`src/rtl/mod_segment_ctrl.sv`:
```
// Modulation segment controller: double-buffered settings, transition sequencing
// and sample index generation. Optional GPIO trigger: MOD_SEG_CTRL_GPIO_TRIG_EN.
module mod_segment_ctrl #(
    parameter int IDX_W            = 15,
    parameter int SYNC_IDX_TIMEOUT = 0
) (
    input  logic             CLK,
    input  logic             RST,
    input  logic             UPDATE,
    input  logic             REQ_RD_SEGMENT,
    input  logic [7:0]       TRANSITION_MODE,
    input  logic [63:0]      TRANSITION,
    input  logic [IDX_W-1:0] CYCLE0,
    input  logic [IDX_W-1:0] CYCLE1,
    input  logic [15:0]      FREQ_DIV0,
    input  logic [15:0]      FREQ_DIV1,
    input  logic [15:0]      REP0,
    input  logic [15:0]      REP1,
    input  logic [63:0]      SYS_TIME,
`ifdef MOD_SEG_CTRL_GPIO_TRIG_EN
    input  logic             GPIO_IN,
`endif
    output logic             SEGMENT,
    output logic [IDX_W-1:0] IDX,
    output logic             STOP,
    output logic             PENDING,
    output logic             ERR
);

    localparam logic [15:0] REP_INF  = 16'hFFFF;
    localparam logic [15:0] LOOP_SAT = 16'hFFFE;

    typedef enum logic {RUN, ARMED} state_t;
    typedef enum logic [1:0] {
        M_IMM  = 2'd0,
        M_SYNC = 2'd1,
        M_TIME = 2'd2,
        M_GPIO = 2'd3
    } mode_t;

    generate
        if (SYNC_IDX_TIMEOUT != 0) begin : g_bad_timeout
            $error("SYNC_IDX_TIMEOUT must be 0");
        end
    endgenerate

    state_t           state;
    mode_t            mode_q;
    logic             tgt_q;
    logic [63:0]      trans_q;
    logic [IDX_W-1:0] cyc_sh [2];
    logic [15:0]      div_sh [2];
    logic [15:0]      rep_sh [2];

    logic [IDX_W-1:0] cur_cyc;
    logic [15:0]      cur_div;
    logic [15:0]      cur_rep;
    logic [15:0]      div_cnt;
    logic [15:0]      loop_cnt;

    logic        mode_ok;
    logic        upd_ok;
    logic [15:0] div_max;
    logic        step;
    logic        at_end;
    logic        wrap;
    logic        rep_inf;
    logic        finish;
    logic        cond;
    logic        swap;
    logic        gpio_hit;

`ifdef MOD_SEG_CTRL_GPIO_TRIG_EN
    assign mode_ok = (TRANSITION_MODE <= 8'd3);
`else
    assign mode_ok = (TRANSITION_MODE < 8'd3);
`endif

    assign upd_ok  = UPDATE && mode_ok;
    assign div_max = (cur_div == 16'd0) ? 16'd0 : cur_div - 16'd1;
    assign step    = !STOP && (div_cnt == div_max);
    assign at_end  = (IDX == cur_cyc);
    assign wrap    = step && at_end;
    assign rep_inf = (cur_rep == REP_INF);
    assign finish  = wrap && !rep_inf && (loop_cnt == cur_rep);

    // A finished segment satisfies a SYNC_IDX wait immediately
    always_comb begin
        cond = 1'b0;
        unique case (mode_q)
            M_IMM:  cond = 1'b1;
            M_SYNC: cond = wrap || STOP;
            M_TIME: cond = (SYS_TIME >= trans_q);
            M_GPIO: cond = gpio_hit;
        endcase
    end

    assign swap = (state == ARMED) && !upd_ok && cond;

    always_ff @(posedge CLK or posedge RST) begin
        if (RST) begin
            state     <= RUN;
            mode_q    <= M_IMM;
            tgt_q     <= 1'b0;
            trans_q   <= '0;
            cyc_sh[0] <= '0;
            cyc_sh[1] <= '0;
            div_sh[0] <= '0;
            div_sh[1] <= '0;
            rep_sh[0] <= REP_INF;
            rep_sh[1] <= REP_INF;
            cur_cyc   <= '0;
            cur_div   <= '0;
            cur_rep   <= REP_INF;
            div_cnt   <= '0;
            loop_cnt  <= '0;
            SEGMENT   <= 1'b0;
            IDX       <= '0;
            STOP      <= 1'b0;
            PENDING   <= 1'b0;
            ERR       <= 1'b0;
        end else begin
            ERR <= UPDATE && !mode_ok;
            if (upd_ok) begin
                cyc_sh[0] <= CYCLE0;
                cyc_sh[1] <= CYCLE1;
                div_sh[0] <= FREQ_DIV0;
                div_sh[1] <= FREQ_DIV1;
                rep_sh[0] <= REP0;
                rep_sh[1] <= REP1;
                mode_q    <= mode_t'(TRANSITION_MODE[1:0]);
                tgt_q     <= REQ_RD_SEGMENT;
                trans_q   <= TRANSITION;
                state     <= ARMED;
                PENDING   <= 1'b1;
            end
            if (swap) begin
                state    <= RUN;
                PENDING  <= 1'b0;
                SEGMENT  <= tgt_q;
                cur_cyc  <= cyc_sh[tgt_q];
                cur_div  <= div_sh[tgt_q];
                cur_rep  <= rep_sh[tgt_q];
                IDX      <= '0;
                div_cnt  <= '0;
                loop_cnt <= '0;
                STOP     <= 1'b0;
            end else if (!STOP) begin
                if (step) begin
                    div_cnt <= '0;
                    if (finish) begin
                        STOP <= 1'b1;
                    end else if (at_end) begin
                        IDX <= '0;
                        if (!rep_inf || loop_cnt != LOOP_SAT)
                            loop_cnt <= loop_cnt + 16'd1;
                    end else begin
                        IDX <= IDX + 1'b1;
                    end
                end else begin
                    div_cnt <= div_cnt + 16'd1;
                end
            end
        end
    end

`ifdef MOD_SEG_CTRL_GPIO_TRIG_EN
    logic gpio_q;

    // Only rising edges observed while armed count as a trigger
    always_ff @(posedge CLK or posedge RST) begin
        if (RST) begin
            gpio_q   <= 1'b0;
            gpio_hit <= 1'b0;
        end else begin
            gpio_q <= GPIO_IN;
            if (upd_ok || swap)
                gpio_hit <= 1'b0;
            else if (state == ARMED && mode_q == M_GPIO && GPIO_IN && !gpio_q)
                gpio_hit <= 1'b1;
        end
    end
`else
    assign gpio_hit = 1'b0;
`endif

endmodule

```
`config.mk`:
```
export PLATFORM = sky130hd
export DESIGN_NAME = mod_segment_ctrl
export DESIGN_NICKNAME = d
export VERILOG_FILES = /design/src/rtl/mod_segment_ctrl.sv
export SDC_FILE = /design/constraint.sdc
export NUM_CORES = 1
export LEC_CHECK = 0
export BUFFER_PORTS_ARGS = -buffer_cell sky130_fd_sc_hd__buf_2
export CAP_MARGIN = 20
export CELL_PAD_IN_SITES_DETAIL_PLACEMENT = 1
export CELL_PAD_IN_SITES_GLOBAL_PLACEMENT = 2
export CORE_UTILIZATION = 37
export DETAILED_ROUTE_END_ITERATION = 16
export PLACE_DENSITY = 0.92
export SYNTH_ARGS = -nofsm -noshare
export SYNTH_HDL_FRONTEND = slang
export SYNTH_SLANG_ARGS = --single-unit
```
`constraint.sdc`:
```
create_clock -name CLK -period 8.5 [get_ports CLK]
set_input_delay 0.85 -clock CLK [delete_from_list [all_inputs] [get_ports CLK]]
set_output_delay 0.85 -clock CLK [all_outputs]
set_load 0.05 [all_outputs]
```
==> results of run 1 <==
==> per-stage QoR <==
stage          total power [uW]   util  setup slack, ns  hold slack, ns  area [sq um]
3_3_place_gp               2280  0.423             4.09           0.482         15500
4_1_cts                    3780  0.454             3.95           0.504         16600
3_5_place_dp               2320  0.423             4.02           0.487         15500
6_report                   3720  0.455             3.92           0.484         16700
5_1_grt                    3930  0.455             3.66           0.514         16700
2_1_floorplan              2070      -            0.603           0.474         13800
==> area by class of cell <==
type                    count  area, sq um  share of cell area
clock buffers              50          982              0.0590
flip-flops and latches    259         6540               0.393
well taps                 468          586              0.0352
diodes                     17         42.5             0.00255
multi-input cells         805         6750               0.405
inverters                  77          297              0.0178
clock inverters             9          124             0.00744
repair buffers            261         1330              0.0798
==> Yosys cell counts, types with 3 or more instances <==
master	count	area [sq um]
mux2_2	247	2780
dfrtp_1	211	5280
inv_1	77	289
ha_1	69	863
nor2_1	57	214
a21oi_1	51	255
xnor2_1	51	447
dfstp_2	48	1260
clkbuf_1	39	146
nand2_1	38	143
nand4_1	33	206
nand3_1	32	160
o21ai_0	32	160
a21o_1	20	150
or4_1	17	128
and3_1	16	100
nor3_1	13	65.1
o31ai_1	11	82.6
or3_1	10	62.6
xor2_1	10	87.6
nor4_1	8	50.1
buf_2	7	35.0
mux2i_1	7	70.1
o211ai_1	7	52.6
nand2b_1	6	37.5
nor2b_1	6	37.5
or3b_1	6	52.6
a211oi_1	5	37.5
and2_1	5	31.3
buf_4	5	37.5
a31oi_1	4	25.0
mux2_1	4	45.0
nand3b_1	4	30.0
or3b_2	4	35.0
o41ai_1	3	26.3
==> critical path, cell delays in order (launching register included) <==
cell	delay, ns
dfrtp_1	0.49
or4_1	0.63
nor4_2	0.66
nand3_1	0.24
a22oi_1	0.27
o211ai_2	0.14
nor4b_4	0.48
nand4b_1	0.25
a21oi_4	0.18
buf_4	0.64
mux2_2	0.42
==> cells by family after synthesis <==
| logic type | Yosys count | synth area share |
|---|---|---|
| xor+xnor | 62 | 0.0404 |
| mux | 258 | 0.210 |
| buf+inv | 129 | 0.0371 |
| compound gates | 149 | 0.0674 |
| simple gates | 267 | 0.107 |
| flops | 259 | 0.475 |
| fa+ha+maj | 69 | 0.0627 |
==> state kept, by name (all words and copies together) (netlist names) <==
| register | cells |
|---|---|
| loop_cnt | 16 |
| div_sh | 32 |
| cur_div | 16 |
| state | 1 |
| STOP | 1 |
| cur_rep | 16 |
| ERR | 1 |
| mode_q | 2 |
| rep_sh | 32 |
| tgt_q | 1 |
| SEGMENT | 1 |
| IDX | 15 |
| trans_q | 64 |
| cyc_sh | 30 |
| div_cnt | 16 |
| cur_cyc | 15 |
==> layout by cell type (no fill, tap or decap), drive strengths merged, types with 11 or more instances in the layout <==
cell	netlist	routed
a21o	20	20
a21oi	52	52
and3	16	16
buf	13	261
clkbuf	39	50
dfrtp	211	211
dfstp	48	48
diode	0	17
ha	69	69
inv	77	77
mux2	251	251
nand2	39	39
nand3	32	32
nand4	33	33
nor2	57	57
nor3	13	13
o21ai	32	32
o31ai	11	11
or4	18	18
xnor2	51	51
==> power by group through the flow <==
stage	Clock (uW)	Combinational [uW]	Sequential [uW]
finish	1420	728	1580
global route	1510	818	1600
CTS	1460	735	1580
detailed placement	0	726	1600
global placement	0	695	1590
floorplan	0	506	1570
==> final timing paths <==
| path | start | to | cells past startpoint |
|---|---|---|---|
| setup / recovery | cur_div[11] | cur_cyc[1] | 10 |
| hold / removal | RST | trans_q[1] | 2 |
| setup reg to reg | cur_div[11] | cur_cyc[1] | 10 |
| hold reg to reg | cyc_sh[26] | cyc_sh[26] | 1 |
| max in group asynchronous | RST | tgt_q | 3 |
| min in group CLK | cyc_sh[26] | cyc_sh[26] | 1 |
==> routing by layer <==
metal  global-route usage  vias to the layer above  part of all wire  wire, um
met1                0.249                     5108              0.43     16100
met2                0.336                      188              0.50     18700
li1                     -                     4790                 -         -
met3               0.0321                       65             0.032      1190
met4               0.0811                        0             0.030      1120
met5                    0                        -                 0         0
==> summary.txt, run 1 <==
Routing
  – Average wire per cell in the routed design: 19.1 um
  – DRC violations left: 0
  – Vias per cell: 5.22
  – DR iter-0 viols: 342
  – Routed vias: 10200
  – WL final: 37.1 mm
  – Total iterations of the first detailed-routing run: 4
  – Remaining antenna violation count after routing: 0

STA
  – Max-slew violation count: 0
  – Setup repair after global routing missed its margin: no
  – Final worst-path cycle share: 0.538
  – Final count of hold timing violations: 0
  – Peak clock frequency supported by timing: 0.219 GHz
  – Final setup skew: 0.0269 ns
  – Sum of negative setup slack: 0 ns
  – Final critical path time including I/O delays and setup: 4.58 ns
  – Final Setup Violations: 0
  – Normalized max-slew margin: 0.381
  – Worst-margin pin slew: 0.929 ns

Logic synthesis
  – Netlist area before placement: 0.0138 sq mm
  – Syn. warnings: 0
  – Post-synth ARST share: 1.00
  – Synthesized instance count: 1193
  – Mean area per synthesized cell: 11.5 sq um
  – Main synth FF type: dfrtp_1
  – Sequential-to-total area share from yosys stat: 0.475
  – Number of synthesized register bits: 259
  – Number of enable flip-flop cells after synthesis: 0
  – Synthesized netlist net count: 1496
  – Number of distinct standard cells referenced by the synthesized netlist: 59

Global route
  – Largest net degree at the start of global routing: 129
  – Total track usage: 0.198
  – Number of antenna violations at the first check in global routing: 17
  – Wire length of the first global-routing pass: 59.7 mm
  – Leftover overflow at the end of global routing: 0
  – Via count of the first global-routing pass: 11200

Clock tree
  – Cts-stage hold buffer count: 0
  – Post-cts gate resize count: 0
  – TritonCTS buffer count: 34
  – Worst-Skew Late Latency: 0.52 ns
  – Post-CTS repair timing setup buffer count: 0
  – Clock slew at reported path FFs: 0.06 ns
  – Root Buffer: clkbuf_16
  – Bufs on Longest Clock Path: 3
  – CTS sink cnt: 259
  – Clock tree from TritonCTS: done
  – Level count of the clock H-tree: 2

Power
  – Power density cells: 224 mW/mm^2
  – Switching power as a share of total power: 0.296
  – Net load switching power: 1100 uW
  – Leakage dissipation: 0.00774 uW
  – Cell Int Power: 2620 uW
  – Clock network fraction of total power: 0.381
  – Power share of the sequential group: 0.424
  – Combinational cell fraction of total power: 0.196
  – Maximum vdd ir drop: 120 uV

Setup path
  – Critical path data required time: 8.89 ns
  – Start-to-end type of the worst setup path: flop to flop
  – Critical path endpoint category: flop
  – Reg-to-reg setup timing slack: 3.92 ns
  – Arrival time of data at the critical path endpoint: 4.97 ns
  – Sort of element at the start of the critical path: flop
  – Critical-path maximum fanout: 63

Final layout
  – Nets: 1741
  – Area added between synthesis and finish: 20.9%
  – Ratio of cells with drive above 1 in the final layout: 0.424
  – Finished Layout Cells: 1946
  – Number of fill cells in the layout: 3996

Floorplanning
  – IO Pins: 253
  – Y dimension of the die: 195 um
  – Std cell rows: 70
  – Die extent in x: 195 um
  – Total die area: 0.0380 sq mm
  – Core Box Area: 0.0366 sq mm
  – Initial standard-cell utilization of the core: 0.376

Hold path
  – Min-Delay Path Class: primary input to async pin

Outcome
  – Status: complete, no violations

Place
  – GP Congestion: 0.849
  – HPWL after detailed placement: 26.6 mm
  – Port-buffer cells: 252
  – Cells after DPL: 1870

Run
  – Number of max-cap violations: 0
No activity file was read; power rests on OpenSTA's default activity.
==> run 2: changes to the inputs <==
==> constraint.sdc (replaced) <==
create_clock -name CLK -period 4.65 [get_ports CLK]
set_input_delay 0.465 -clock CLK [delete_from_list [all_inputs] [get_ports CLK]]
set_output_delay 0.465 -clock CLK [all_outputs]
set_load 0.05 [all_outputs]
==> run 2 against run 1 <==
Sequential power up 83%. Via count down 0.12%. Non-clock buffer count up 4. Cell area up 0.75%. Sequential share of layout area down 0.29 points. First-iteration DRC count up 1.5%. Wire length down 0.25%. Hold slack worse by 0.45 ns. Die area unchanged. Clock skew up 0.0054 ns. Flip-flop and latch count unchanged. Maximum frequency up 4.9%. Critical endpoint is now cur_cyc[9]. Largest cell class unchanged.
==> summary.txt, run 2 (synthesis gave the netlist of run 1 again) <==
Final layout
  – Leading cell types in the layout, fill and taps excluded: buf_2, mux2_2, dfrtp_1
  – Number of fill cells in the layout: 4024 (+0.70%)
  – Ratio of cells with drive above 1 in the final layout: 0.428 (+0.00479)
  – Nets: 1745 (+0.23%)
  – Finished Layout Cells: 1943 (-0.15%)
  – Regs by FF count: trans_q: 64 flops, div_sh: 32 flops, rep_sh: 32 flops
  – Flip-flop count of the largest register, all copies and words added: 64 (unchanged)
  – Area added between synthesis and finish: 21.8%
  – Most frequent standard cell in the layout excluding fill and tap cells: buf_2
  – Top register by number of flip-flops: trans_q

Setup path
  – Start-to-end type of the worst setup path: flop to flop
  – Sort of element at the start of the critical path: flop
  – Critical path data required time: 5.05 ns (-3.84 ns)
  – Critical path endpoint category: flop
  – Worst reg-to-reg path cell count: 10 (unchanged)
  – Arrival time of data at the critical path endpoint: 4.77 ns (-0.20 ns)
  – Critical-path maximum fanout: 73 (+16%)

Power
  – Maximum vdd ir drop: 244 uV (+100%)
  – Clock network fraction of total power: 0.394 (+0.013)
  – Switching power as a share of total power: 0.297 (+0.00101)
  – Leakage dissipation: 0.00781 uW (+0.99%)
  – Net load switching power: 2060 uW (+88%)
  – Power density cells: 415 mW/mm^2 (+85%)
  – Cell Int Power: 4890 uW (+87%)
  – Power share of the sequential group: 0.415 (-0.009)
  – Combinational cell fraction of total power: 0.191 (-0.005)

Outcome
  – Status: complete, no violations

Global route
  – Via count of the first global-routing pass: 11100 (-0.90%)
  – Leftover overflow at the end of global routing: 0 (unchanged)
  – Wire length of the first global-routing pass: 59.8 mm (+0.14%)
  – Largest net degree at the start of global routing: 163 (+26%)
  – Number of antenna violations at the first check in global routing: 7 (-10)
  – Total track usage: 0.198 (+0.000763)

STA
  – Final count of hold timing violations: 0 (unchanged)
  – Final worst-path cycle share: 0.939 (+0.400)
  – Worst Setup Slack, final: 0.286 ns (-3.64 ns)
  – Sum of negative setup slack: 0 ns (unchanged)
  – Final critical path time including I/O delays and setup: 4.36 ns (-0.212 ns)
  – Max-slew violation count: 0 (unchanged)
  – Final setup skew: 0.0323 ns (+0.00537 ns)
  – Worst-margin pin slew: 0.904 ns (-0.0247 ns)
  – Setup repair after global routing missed its margin: no
  – Final Setup Violations: 0 (unchanged)
  – Normalized max-slew margin: 0.397 (+0.0165)
  – Peak clock frequency supported by timing: 0.229 GHz (+4.9%)

Routing
  – Vias per cell: 5.22 (about the same)
  – Routed vias: 10100 (-0.12%)
  – Total iterations of the first detailed-routing run: 4 (unchanged)
  – Remaining antenna violation count after routing: 0 (unchanged)
  – DRC violations left: 0 (unchanged)
  – Average wire per cell in the routed design: 19.0 um (about the same)
  – WL final: 37.0 mm (-0.25%)
  – DR iter-0 viols: 347 (+1.5%)

Place
  – GP Congestion: 0.849 (about the same)
  – Port-buffer cells: 252 (unchanged)
  – HPWL after detailed placement: 26.4 mm (-0.62%)
  – Cells after DPL: 1874 (+0.21%)
  – Worst slack at placement: 0.331 ns (-3.69 ns)

Clock tree
  – Post-CTS repair timing setup buffer count: 0 (unchanged)
  – Root Buffer: clkbuf_16
  – Level count of the clock H-tree: 2 (unchanged)
  – TritonCTS buffer count: 34 (unchanged)
  – Clock tree from TritonCTS: done
  – Clock slew at reported path FFs: 0.06 ns (about the same)
  – Worst-Skew Late Latency: 0.55 ns (+0.03 ns)
  – CTS sink cnt: 259 (unchanged)
  – Bufs on Longest Clock Path: 3 (unchanged)

Hold path
  – Min-Delay Path Class: primary input to async pin

Floorplanning
  – Std cell rows: 70 (unchanged)
  – Core Box Area: 0.0366 sq mm (unchanged)
  – IO Pins: 253 (unchanged)
  – Initial standard-cell utilization of the core: 0.376 (unchanged)
  – Die extent in x: 195 um (unchanged)
  – Y dimension of the die: 195 um (unchanged)
  – Total die area: 0.0380 sq mm (unchanged)

Run
  – Number of max-cap violations: 0 (unchanged)
-- run 2: changes by cell type in the layout (fill, tap and decap cells not counted), sizes merged --
cell | before | now
inv | 77 | 79
buf | 261 | 265
clkinvlp | 1 | 3
bufinv | 2 | 3
clkinv | 6 | 5
diode | 17 | 7
clkbuf | 50 | 49
-- run 2: power groups by stage --
stage | Clock [uW] | Combinational, uW | Sequential [uW]
CTS | 2830 | 1340 | 2890
detailed placement | 0 | 1320 | 2920
floorplan | 0 | 925 | 2870
global route | 2900 | 1480 | 2940
finish | 2740 | 1330 | 2890
global placement | 0 | 1270 | 2900
-- run 2: cell type report --
cell class / count / area, sq um / share of cell area
diodes: 7 / 17.5 / 0.00104
clock buffers: 49 / 1000 / 0.0596
clock inverters: 13 / 173 / 0.0103
inverters: 77 / 293 / 0.0175
multi-input cells: 805 / 6770 / 0.403
flip-flops and latches: 259 / 6540 / 0.390
well taps: 468 / 586 / 0.0349
repair buffers: 265 / 1400 / 0.0832
-- run 2: final timing paths --
path,start,end,slack (ns)
max in group asynchronous,RST,IDX[10],3.44
max reg2reg,cur_div[6],cur_cyc[9],0.29
min,RST,trans_q[7],0.03
max,cur_div[6],cur_cyc[9],0.29
min in group CLK,TRANSITION[26],trans_q[26],0.15
min reg2reg,cyc_sh[25],cyc_sh[25],0.50
-- run 2: worst max-delay path, cell delays in order (launching register included) --
cell and delay, ns:
dfrtp_1 0.43, or4_1 0.65, or4_4 0.56, or4_1 0.52, nand3_1 0.13, o211ai_2 0.11
nor4b_4 0.53, nand4b_1 0.29, a21oi_4 0.23, buf_12 0.34, mux2_2 0.39
-- run 2: what timing repair did --
item,4_1_cts,5_1_grt
gates resized for setup,0,3
hold buffers,0,0
setup endpoints to repair,0,7
-- run 2: per-stage QoR --
step / util / area (sq um) / total power, uW / hold slack, ns
final: 0.458 / 16800 / 6960 / 0.0300
after global routing: 0.458 / 16800 / 7320 / 0.0394
after CTS: 0.457 / 16700 / 7060 / 0.0158
after detailed placement: 0.425 / 15600 / 4250 / 0.492
after global placement: 0.425 / 15600 / 4170 / 0.483
after floorplan: - / 13800 / 3790 / 0.474
-- run 2: metal layers --
layer  track usage  share of wire  routed length (um)  vias to the layer above
met5             0              0                   0                        -
met2         0.350           0.51               19000                      173
met4        0.0790          0.031                1160                        0
met1         0.240           0.42               15600                     5120
met3        0.0321          0.033                1220                       68
li1              -              -                   -                     4778
